$ cat config.mk
export PLATFORM = sky130hd
export DESIGN_NAME = fir_coe_loader
export DESIGN_NICKNAME = d
export VERILOG_FILES = /design/src/rtl/fir_coe_loader.sv
export SDC_FILE = /design/constraint.sdc
export NUM_CORES = 1
export LEC_CHECK = 0
export ABC_AREA = 1
export BUFFER_PORTS_ARGS = -buffer_cell sky130_fd_sc_hd__buf_2
export CAP_MARGIN = 0
export CORE_MARGIN = 2
export CORE_UTILIZATION = 30
export CTS_CLUSTER_DIAMETER = 40
export CTS_CLUSTER_SIZE = 8
export DETAILED_ROUTE_END_ITERATION = 10
export PLACE_DENSITY = 0.43
export SETUP_SLACK_MARGIN = 0.5
export SLEW_MARGIN = 20
export SYNTH_ARGS = -nofsm -noshare
export SYNTH_HDL_FRONTEND = slang
export SYNTH_SLANG_ARGS = --single-unit
export TNS_END_PERCENT = 20
$ cat constraint.sdc
create_clock -name clk -period 2.64 [get_ports clk]
set_input_delay 0.264 -clock clk [delete_from_list [all_inputs] [get_ports clk]]
set_output_delay 0.264 -clock clk [all_outputs]
set_load 0.01 [all_outputs]
$ cat src/rtl/fir_coe_loader.sv
// Host-side coefficient reload transmitter: stages COE_TAPS_TRUE words through a
// write port, then streams them in ascending order on coe_reload_vld/data.
module fir_coe_loader #(
  parameter int COE_WIDTH    = 16,
  parameter int COE_TAPS     = 3,
  parameter int COE_SYMMETRY = 0,
  parameter int ADDR_WIDTH   = 2,
  parameter int GAP_CYCLES   = 0
) (
  input  logic                 clk,
  input  logic                 rst,
  input  logic                 wr_vld_i,
  input  logic [ADDR_WIDTH-1:0] wr_addr_i,
  input  logic [COE_WIDTH-1:0] wr_data_i,
  input  logic                 start_i,
  output logic                 busy_o,
  output logic                 done_o,
  output logic                 err_o,
  output logic [1:0]           err_code_o,
  output logic                 coe_reload_vld_o,
  output logic [COE_WIDTH-1:0] coe_reload_data_o
);

  localparam int COE_TAPS_TRUE = (COE_SYMMETRY != 0) ? (COE_TAPS + COE_TAPS % 2) / 2 : COE_TAPS;
  localparam int KW = (COE_TAPS_TRUE > 1) ? $clog2(COE_TAPS_TRUE) : 1;
  localparam int GW = (GAP_CYCLES > 1) ? $clog2(GAP_CYCLES) : 1;
  localparam logic [ADDR_WIDTH:0] TAPS_LIMIT = (ADDR_WIDTH + 1)'(COE_TAPS_TRUE);

  typedef enum logic [1:0] {IDLE, SEND, GAP, DONE} state_e;

  state_e                   state_q, state_d;
  logic [KW-1:0]            k_q, k_d;
  logic [GW-1:0]            gap_q, gap_d;
  logic [COE_WIDTH-1:0]     bank_q [COE_TAPS_TRUE];
  logic [COE_WIDTH-1:0]     bank_d [COE_TAPS_TRUE];
  logic [COE_TAPS_TRUE-1:0] bitmap_q, bitmap_d;
  logic                     vld_q, vld_d;
  logic [COE_WIDTH-1:0]     data_q, data_d;
  logic                     busy_q, busy_d;
  logic                     done_q, done_d;
  logic                     err_q, err_d;
  logic [1:0]               code_q, code_d;

  logic addr_ok;
  logic set_full;

  assign addr_ok  = ({1'b0, wr_addr_i} < TAPS_LIMIT);
  assign set_full = &bitmap_q;

  always_ff @(posedge clk or posedge rst) begin
    if (rst) begin
      state_q  <= IDLE;
      k_q      <= '0;
      gap_q    <= '0;
      bank_q   <= '{default: '0};
      bitmap_q <= '0;
      vld_q    <= 1'b0;
      data_q   <= '0;
      busy_q   <= 1'b0;
      done_q   <= 1'b0;
      err_q    <= 1'b0;
      code_q   <= 2'b00;
    end else begin
      state_q  <= state_d;
      k_q      <= k_d;
      gap_q    <= gap_d;
      bank_q   <= bank_d;
      bitmap_q <= bitmap_d;
      vld_q    <= vld_d;
      data_q   <= data_d;
      busy_q   <= busy_d;
      done_q   <= done_d;
      err_q    <= err_d;
      code_q   <= code_d;
    end
  end

  // A start evaluates the pre-write bitmap; a rejected start still lets the write land.
  always_comb begin
    state_d  = state_q;
    k_d      = k_q;
    gap_d    = gap_q;
    bank_d   = bank_q;
    bitmap_d = bitmap_q;
    case (state_q)
      IDLE: begin
        if (start_i && set_full) begin
          state_d = SEND;
          k_d     = '0;
        end else if (wr_vld_i && addr_ok) begin
          for (int i = 0; i < COE_TAPS_TRUE; i++) begin
            if (wr_addr_i == ADDR_WIDTH'(i)) begin
              bank_d[i]   = wr_data_i;
              bitmap_d[i] = 1'b1;
            end
          end
        end
      end
      SEND: begin
        if (int'(k_q) == COE_TAPS_TRUE - 1) begin
          state_d = DONE;
        end else begin
          k_d     = k_q + KW'(1);
          gap_d   = '0;
          state_d = (GAP_CYCLES > 0) ? GAP : SEND;
        end
      end
      GAP: begin
        if (int'(gap_q) >= GAP_CYCLES - 1) begin
          state_d = SEND;
        end else begin
          gap_d = gap_q + GW'(1);
        end
      end
      DONE: state_d = IDLE;
      default: state_d = IDLE;
    endcase
  end

  // Outputs are registered from the next state so word k lands one cycle after its decision.
  always_comb begin
    vld_d  = (state_d == SEND);
    busy_d = (state_d == SEND) || (state_d == GAP);
    done_d = (state_d == DONE);
    data_d = data_q;
    if (state_d == SEND) begin
      for (int i = 0; i < COE_TAPS_TRUE; i++) begin
        if (k_d == KW'(i)) data_d = bank_q[i];
      end
    end
    err_d  = 1'b0;
    code_d = 2'b00;
    if (state_q != IDLE) begin
      if (wr_vld_i) begin
        err_d  = 1'b1;
        code_d = 2'b01;
      end
    end else if (start_i) begin
      if (!set_full) begin
        err_d  = 1'b1;
        code_d = 2'b10;
      end else if (wr_vld_i) begin
        err_d  = 1'b1;
        code_d = 2'b01;
      end
    end else if (wr_vld_i && !addr_ok) begin
      err_d  = 1'b1;
      code_d = 2'b11;
    end
  end

  assign busy_o            = busy_q;
  assign done_o            = done_q;
  assign err_o             = err_q;
  assign err_code_o        = code_q;
  assign coe_reload_vld_o  = vld_q;
  assign coe_reload_data_o = data_q;

endmodule

---- After elaboration in Yosys (flattened, before gate mapping) ----
Index checks and enable logic that the tools add are counted.
word-level totals
  output and inout port bits .............. 22
  bits of input ports ..................... 22
  word-level logic and storage cells ...... 62
  bits in registers ....................... 77
operators by class
  mux-type cells .......................... 19
  bitwise operators ....................... 1
  add/sub/neg operators ................... 1
  magnitude comparators ................... 1
  reduce and logical (&&, ||, !) cells .... 15
  eq/ne operators ......................... 11
operators with widths
  operator                                                          number
  16-bit two-way mux                                                3
  2-bit two-way mux                                                 8
  2-bit == test (second input constant)                             7
  4-bit AND reduction                                               3
  2-bit by 1-bit == test with 1-bit output (second input constant)  4
  2-bit case mux with 4 select lines                                1
  2-bit logical NOT                                                 3
  1-bit two-way mux                                                 6
  2-bit case mux with 2 select lines                                1
  1-bit logical AND                                                 3
  3-bit AND reduction                                               1
  3-bit nonzero test                                                1
  2-bit by 1-bit adder with 2-bit output (second input constant)    1
  2-bit less-than comparator (second input constant)                1
  2-bit AND reduction                                               1
  2-bit nonzero test                                                1
  1-bit logical NOT                                                 1
  1-bit logical OR                                                  1
  1-bit NOT                                                         1

---- Longest topological paths before layout ----
Gate-level depths: netlist (run 1).
  depth in word-level cells ............... 8
  mapped depth ............................ 12
  mapped depth without buffers ............ 11

---- Worst setup path before layout (run 1) ----
Ideal clock, no wire load.
  kind .................................... register -> register
  from .................................... reg state_q[0]
  to ...................................... reg data_q[0], in the netlist coe_reload_data_o[0]
  period minus slack after synthesis ...... 1772 ps
  required time ........................... 2524 ps
  arrival time ............................ 1656 ps
  slack ................................... 868 ps
  cell stages (with the launch flop) ...... 11
  library setup time ...................... 116 ps
  path buffers ............................ 1
  cell sequence ........................... dfrtp_1 inv_1 ha_1 inv_2 nand3_1 a21boi_0 ha_1 nand2_4 buf_2 nand2_1 nand2_1
between the ends
  elaborated cells on any way between the ends .. 15
  those cells by class .................... 6 x eq/ne; 5 x mux; 4 x reduce/logical
RTL lines
  element                                       line  source
  from (decl)                                   31    state_e state_q, state_d;
  from (signal assigned)                        64    state_q <= state_d;
  2-bit == test, or another cell as far along   85    case (state_q)
  2-bit case mux with 4 select lines (*)        85
  2-bit by 1-bit == test with 1-bit output (*)  --
  via vld_d                                     37    logic vld_q, vld_d;
  2-bit AND reduction (no source line) (*)      --
  to (signal assigned)                          70    data_q <= data_d;
  to (decl)                                     38    logic [COE_WIDTH-1:0] data_q, data_d;
The timed path passes the listed nets; every way through them passes the cells marked *.
A chain may end at the register's enable or synchronous reset.

---- Final worst setup path (run 1) ----
  from .................................... reg state_q[0]
  to ...................................... reg data_q[2], in the netlist coe_reload_data_o[2]
between the ends
  longest elaborated chain between the ends .. 5
  elaborated cells on any way between the ends .. 15
  those cells by class .................... 6 x eq/ne; 5 x mux; 4 x reduce/logical
ends and longest elaborated chain
  element                                                                        line  source
  2-bit by 1-bit == test with 1-bit output or 2-bit logical NOT (tied branches)  85
  2-bit case mux with 2 select lines                                             85
  2-bit by 1-bit == test with 1-bit output, or another cell as far along         128   if (k_d == KW'(i)) data_d = bank_q[i];
  3-bit nonzero test (no source line) or 16-bit two-way mux (tied branches)      --
  2-bit AND reduction (no source line) or 16-bit two-way mux (tied branches)     --
Several ways; a longest one is shown, not always the timed one.

==> flow_metrics.env, run 1 <==
export IMPL_yosysWarnings=0
export IMPL_peakVddDrop_mv=0.603
export IMPL_die_w_um=111
export IMPL_max_clock_path_buffers=2
export IMPL_grt_max_degree=51
export IMPL_pwr_share_clk_pct=20.8
export IMPL_hold_buffers=0
export IMPL_crit_start="state_q[0]"
export IMPL_fin_crit_ns=1.94
export IMPL_cap_violations=0
export IMPL_path_depth=10
export IMPL_tns_ns=0
export IMPL_final_cell_mix="nand2_1, dfrtp_1, o21ai_0"
export IMPL_use_met3_pct=3.55
export IMPL_seqPwrFrac_pct=32.5
export IMPL_post_cts_setup_buffer_count=0
export IMPL_diodes=0
export IMPL_grt_overflow=0
export IMPL_crit_arrival_ns=2.21
export IMPL_track_usage_pct=13.8
export IMPL_met1_usage_pct=18.1
export IMPL_worst_pin_slew_ns=0.649
export IMPL_cpLargestDelayFamily="simple AND/OR/NAND/NOR gates"
export IMPL_drc=0
export IMPL_rows=39
export IMPL_p_per_area_nw_per_um2=1430
export IMPL_num_vias=2650
export IMPL_slew_headroom_pct=56.7
export IMPL_p_comb_share_pct=46.7
export IMPL_skew_ns=0.00619
export IMPL_post_drt_wl_per_cell_um=13.6
export IMPL_seq_area_frac_synth_pct=55.9
export IMPL_synthesis_nets=424
export IMPL_top_usage_layer="met2"
export IMPL_switching_power_mw=2.52
export IMPL_io_buffers=43
export IMPL_total_power_mw=5.89
export IMPL_nets=467
export IMPL_routed_wl_um=7960
export IMPL_drive_gt1_share_pct=19.4
export IMPL_cp_cell_sequence="inv_1 -> ha_2 -> nor2_2 -> nand2_1 -> nand3_4 -> nand2_2 -> nand2_8 -> nor2_1 -> nand2_1 -> nand2_1"
export IMPL_grt_first_pass_wirelength_um=13500
export IMPL_period_share_pct=73.5
export IMPL_reg2reg_slack_ns=0.70
export IMPL_power_leakage_nw=2.16
export IMPL_ant_nets=0
export IMPL_rsz0062_at_grt="true"
export IMPL_rr_worst_depth=10
export IMPL_worstReg2RegStart="state_q[0]"
export IMPL_syn_area_per_cell_um2=8.70
export IMPL_initial_core_util_pct=30.4
export IMPL_grt_pass1_vias=2671
export IMPL_drt_initial_drc_count=138
export IMPL_firstDrtPassIters=4
export IMPL_ff_latch_area_um2=1930
export IMPL_finalSetupViolCount=0
export IMPL_async_reset_ff_share_pct=100
export IMPL_die_y_um=111
export IMPL_utilization_pct=36.4
export IMPL_p_int_mw=3.36
export IMPL_yosys_area_top_type_share_pct=55.9
export IMPL_synth_area_leaders="dfrtp_1, nand2_1, o21ai_0"
export IMPL_outcome="complete, no violations"
export IMPL_fin_hold_ws_ns=0.0168
export IMPL_path_max_fanout=32
export IMPL_cp_num_buf_inv=1
export IMPL_hold_viol=0
export IMPL_clkLatencyLatePin_ns=0.33
export IMPL_clk_pin_slew_ns=0.06
export IMPL_routabilityCongestion=0.762
export IMPL_dpl_hpwl_um=5020
export IMPL_h_tree_depth=3
export IMPL_n_fill_cell=1178
export IMPL_cts_sinks=77
export IMPL_cp_slowest_stage_delay_ns=0.38
export IMPL_hold_path_class="in2async"
export IMPL_via_per_inst=4.51
export IMPL_swShare_pct=42.9
export IMPL_coreArea_um2=11300
export IMPL_crit_top_cell="nand2_1"
export IMPL_reg2reg_to="coe_reload_data_o[2]"
export IMPL_synthCells=396
export IMPL_synth_edf_count=0
export IMPL_ys_flop_type="dfrtp_1"
export IMPL_cp_required_ns=2.91
export IMPL_clock_root_buffer="clkbuf_16"
export IMPL_crit_path_end="coe_reload_data_o[2]"
export IMPL_crit_type="reg2reg"
export IMPL_crit_path_start_kind="flop"
export IMPL_netlist_area_um2=3450
export IMPL_clock_fmax_mhz=516
export IMPL_antenna_found_initial=0
export IMPL_multi_input_area_um2=1300
export IMPL_numCtsBuffers=9
export IMPL_tritoncts="yes"
export IMPL_synth_seq_cells=77
export IMPL_cp_end_kind="flop"
export IMPL_critPathSlowestCell="dfrtp_1"
export IMPL_slew_viol_final=0
export IMPL_syn2layout_area_growth_pct=19.5
export IMPL_grt_use_met2_pct=21.8
export IMPL_synth_cell_type_count=27
export IMPL_io_pins=44
export IMPL_yosys_area_top_type="dfrtp_1"
export IMPL_die_area_um2=12400
export IMPL_final_common_cell="nand2_1"
==> cells by family (layout without fill, tap and decap cells) <==
kind of cell,Yosys count,count (layout),synth area share [%]
fa+ha+maj,6,6,2.18
buf+inv,51,99,6.94
compound gates,53,53,7.92
flops,77,77,55.9
simple gates,209,209,27.1
==> through the flow <==
stage / area (µm²) / instances / setup slack (ns)
finish: 4120 / 587 / 0.700
global route: 4120 / 587 / 0.498
CTS: 4110 / 587 / 0.544
detailed placement: 3810 / 571 / 0.435
global placement: 3810 / 571 / 0.491
floorplan: 3450 / 396 / 0.868
==> layer usage <==
layer	wire length, µm	vias up
li1	-	1338
met1	3820	1264
met2	3760	44
met3	314	4
met4	65	0
met5	0	-
==> synth_stat cells, drive strengths merged, types with 2 or more instances <==
cell    instances
inv            33
nand3          39
buf            11
dfrtp          77
nor2           40
nand2         127
clkbuf          7
o21ai          49
ha              6
nand4           2
==> sequential cells by signal, indices dropped and copies added, names as in the netlist, 2 cells and up <==
| name | flops |
|---|---|
| k_q | 2 |
| coe_reload_data_o | 16 |
| err_code_o | 2 |
| bitmap_q | 3 |
| bank_q | 48 |
| state_q | 2 |
==> power groups by stage <==
| stage | Combinational, mW | Sequential, mW | Clock (mW) |
|---|---|---|---|
| after global routing | 3.18 | 1.97 | 1.33 |
| after floorplan | 2.19 | 1.95 | 0 |
| final | 2.75 | 1.91 | 1.23 |
| after detailed placement | 2.77 | 1.93 | 0 |
| after CTS | 2.78 | 1.91 | 1.27 |
| after global placement | 2.71 | 1.92 | 0 |
==> area by class of cell <==
cell class | instances | share of cell area (%)
flip-flops and latches | 77 | 46.8
multi-input cells | 268 | 31.5
well taps | 143 | 4.34
repair buffers | 50 | 7.11
clock buffers | 12 | 5.98
inverters | 33 | 3.10
clock inverters | 4 | 1.15
==> worst min-delay path by stage <==
stage	from	end	slack (ns)	cells past startpoint
final	rst	coe_reload_data_o[8]	0.02	2
after global routing	rst	coe_reload_data_o[8]	0.07	2
after CTS	rst	coe_reload_data_o[8]	0.04	2
after detailed placement	rst	coe_reload_data_o[8]	0.40	2
after global placement	rst	coe_reload_data_o[8]	0.39	2
after floorplan	start_i	err_code_o[0]	0.37	1
==> repair_timing <==
action	in CTS	in global routing
endpoints found under the hold margin	0	0
resized for setup	2	3
endpoints found under the setup margin	16	16
(Power assumes the default switching activity.)
==> inputs of run 2 (changes only) <==
PLACE_DENSITY = 0.45   (was 0.43)
clock period = 1.6 ns   (was 2.64 ns; I/O delays follow)
==> run 2 against run 1 <==
Against the previous run: first-iteration DRC count down 21%; flip-flop and latch count stayed put; wire length rose by 7.7%; the flow now finishes with violations (negative setup slack); worst hold slack better by 0.086 ns; clock skew grew 0.00078 ns; largest power group unchanged; via count is 6.3% higher; total power up 110%; count of clock-buffer cells in the layout fell by 2; sequential share of layout area is 6.8 points lower; register-to-register slack worse by 0.82 ns; utilization increased by 6.2 points; final area is 17% higher.
==> flow_metrics.env, run 2 (same netlist as run 1, synthesis figures left out) <==
export IMPL_ff_latch_area_um2=1930
export IMPL_max_clock_path_buffers=2
export IMPL_syn2layout_area_growth_pct=39.9
export IMPL_hold_path_class="in2reg"
export IMPL_num_vias=2818
export IMPL_stdcell_area_um2=4820
export IMPL_nets=500
export IMPL_dp_slack_ns=-0.290
export IMPL_dpl_hpwl_um=5420
export IMPL_cp_end_kind="flop"
export IMPL_firstDrtPassIters=5
export IMPL_die_w_um=111
export IMPL_finalSetupViolCount=16
export IMPL_io_buffers=43
export IMPL_cap_violations=0
export IMPL_clkLatencyLatePin_ns=0.34
export IMPL_via_per_inst=4.55
export IMPL_coreArea_um2=11300
export IMPL_post_drt_wl_per_cell_um=13.8
export IMPL_rows=39
export IMPL_initial_core_util_pct=30.4
export IMPL_drive_gt1_share_pct=36.3
export IMPL_period_share_pct=108
export IMPL_numCtsBuffers=9
export IMPL_peakVddDrop_mv=1.08
export IMPL_power_leakage_nw=2.43
export IMPL_p_per_area_nw_per_um2=2560
export IMPL_clock_root_buffer="clkbuf_16"
export IMPL_ant_nets=0
export IMPL_drt_initial_drc_count=109
export IMPL_largest_register="bank_q"
export IMPL_die_y_um=111
export IMPL_hold_viol=0
export IMPL_clk_pin_slew_ns=0.06
export IMPL_slew_headroom_pct=61.6
export IMPL_cp_required_ns=1.87
export IMPL_crit_path_start_kind="flop"
export IMPL_multi_input_area_um2=1560
export IMPL_dp_cells=592
export IMPL_h_tree_depth=3
export IMPL_grt_max_degree=26
export IMPL_routed_wl_um=8570
export IMPL_tns_ns=-1.68
export IMPL_worst_pin_slew_ns=0.575
export IMPL_final_common_cell="nand2_1"
export IMPL_antenna_found_initial=0
export IMPL_fin_hold_ws_ns=0.103
export IMPL_path_max_fanout=8
export IMPL_postLayoutSetupSlackWorst_ns=-0.122
export IMPL_outcome="complete, but fails checks"
export IMPL_tritoncts="yes"
export IMPL_cts_sinks=77
export IMPL_n_fill_cell=1131
export IMPL_track_usage_pct=14.9
export IMPL_die_area_um2=12400
export IMPL_crit_type="reg2reg"
export IMPL_violations="negative setup slack"
export IMPL_final_cell_mix="nand2_1, dfrtp_1, buf_2"
export IMPL_fin_crit_ns=1.72
export IMPL_slew_viol_final=0
export IMPL_io_pins=44
export IMPL_grt_pass1_vias=2823
export IMPL_rsz0062_at_grt="true"
export IMPL_clock_fmax_mhz=581
export IMPL_dpl_cell_area_um2=4040
export IMPL_diodes=0
export IMPL_grt_first_pass_wirelength_um=14600
export IMPL_routabilityCongestion=0.746
export IMPL_total_power_mw=12.4
export IMPL_drc=0
export IMPL_fin_cells=620
export IMPL_grt_overflow=0
export IMPL_largest_reg_flops=48
export IMPL_utilization_pct=42.6
export IMPL_crit_arrival_ns=1.99
export IMPL_skew_ns=0.00697
-- run 2: final timing paths --
path | from | endpoint | cells after the start | slack [ns]
worst max-delay path | k_q[1] | coe_reload_data_o[15] | 10 | -0.12
worst min-delay path | wr_data_i[3] | bank_q[35] | 3 | 0.10
worst max register to register | k_q[1] | coe_reload_data_o[15] | 10 | -0.12
worst min register to register | coe_reload_data_o[12] | coe_reload_data_o[12] | 2 | 0.47
max in group asynchronous | rst | bank_q[15] | 4 | 0.68
min in group asynchronous | rst | bank_q[5] | 3 | 0.43
-- run 2: layout make-up --
| cell class | count | area share (%) |
|---|---|---|
| Tap cell | 143 | 3.71 |
| Clock buffer | 10 | 4.96 |
| Timing Repair Buffer | 82 | 14.6 |
| Clock inverter | 6 | 1.79 |
| Multi-Input combinational cell | 269 | 32.3 |
| Sequential cell | 77 | 40.0 |
| Inverter | 33 | 2.70 |
-- run 2: power by group --
part / leakage (nW) / switching, mW / internal (mW)
clock: 0.158 / 0.805 / 1.40
sequential: 0.970 / 0.454 / 2.76
combinational: 1.31 / 3.73 / 3.20
total: 2.43 / 4.99 / 7.37
-- run 2: per-layer routing --
metal  global-route usage (%)  vias up  wire length [µm]
met5                        0        -                 0
met4                     5.51        0                94
met3                     3.99        6               326
met2                     23.3       50              4040
met1                     20.0     1348              4110
li1                         -     1414                 -
-- run 2: timing repair --
action,4_1_cts,5_1_grt
hold endpoints to repair,19,0
endpoints found under the setup margin,76,77
setup buffers,6,3
gates cloned,1,1
gates resized for setup,58,46
hold buffers,1,0
pin swaps,20,9
-- run 2: critical path: stages (launching register included) --
cell      delay (ns)
dfrtp_1         0.42
buf_6           0.14
ha_2            0.16
nand3_1         0.07
a21boi_4        0.22
ha_4            0.20
nand2_8         0.08
buf_12          0.14
nor2_1          0.10
nand2_1         0.07
nand2_1         0.05
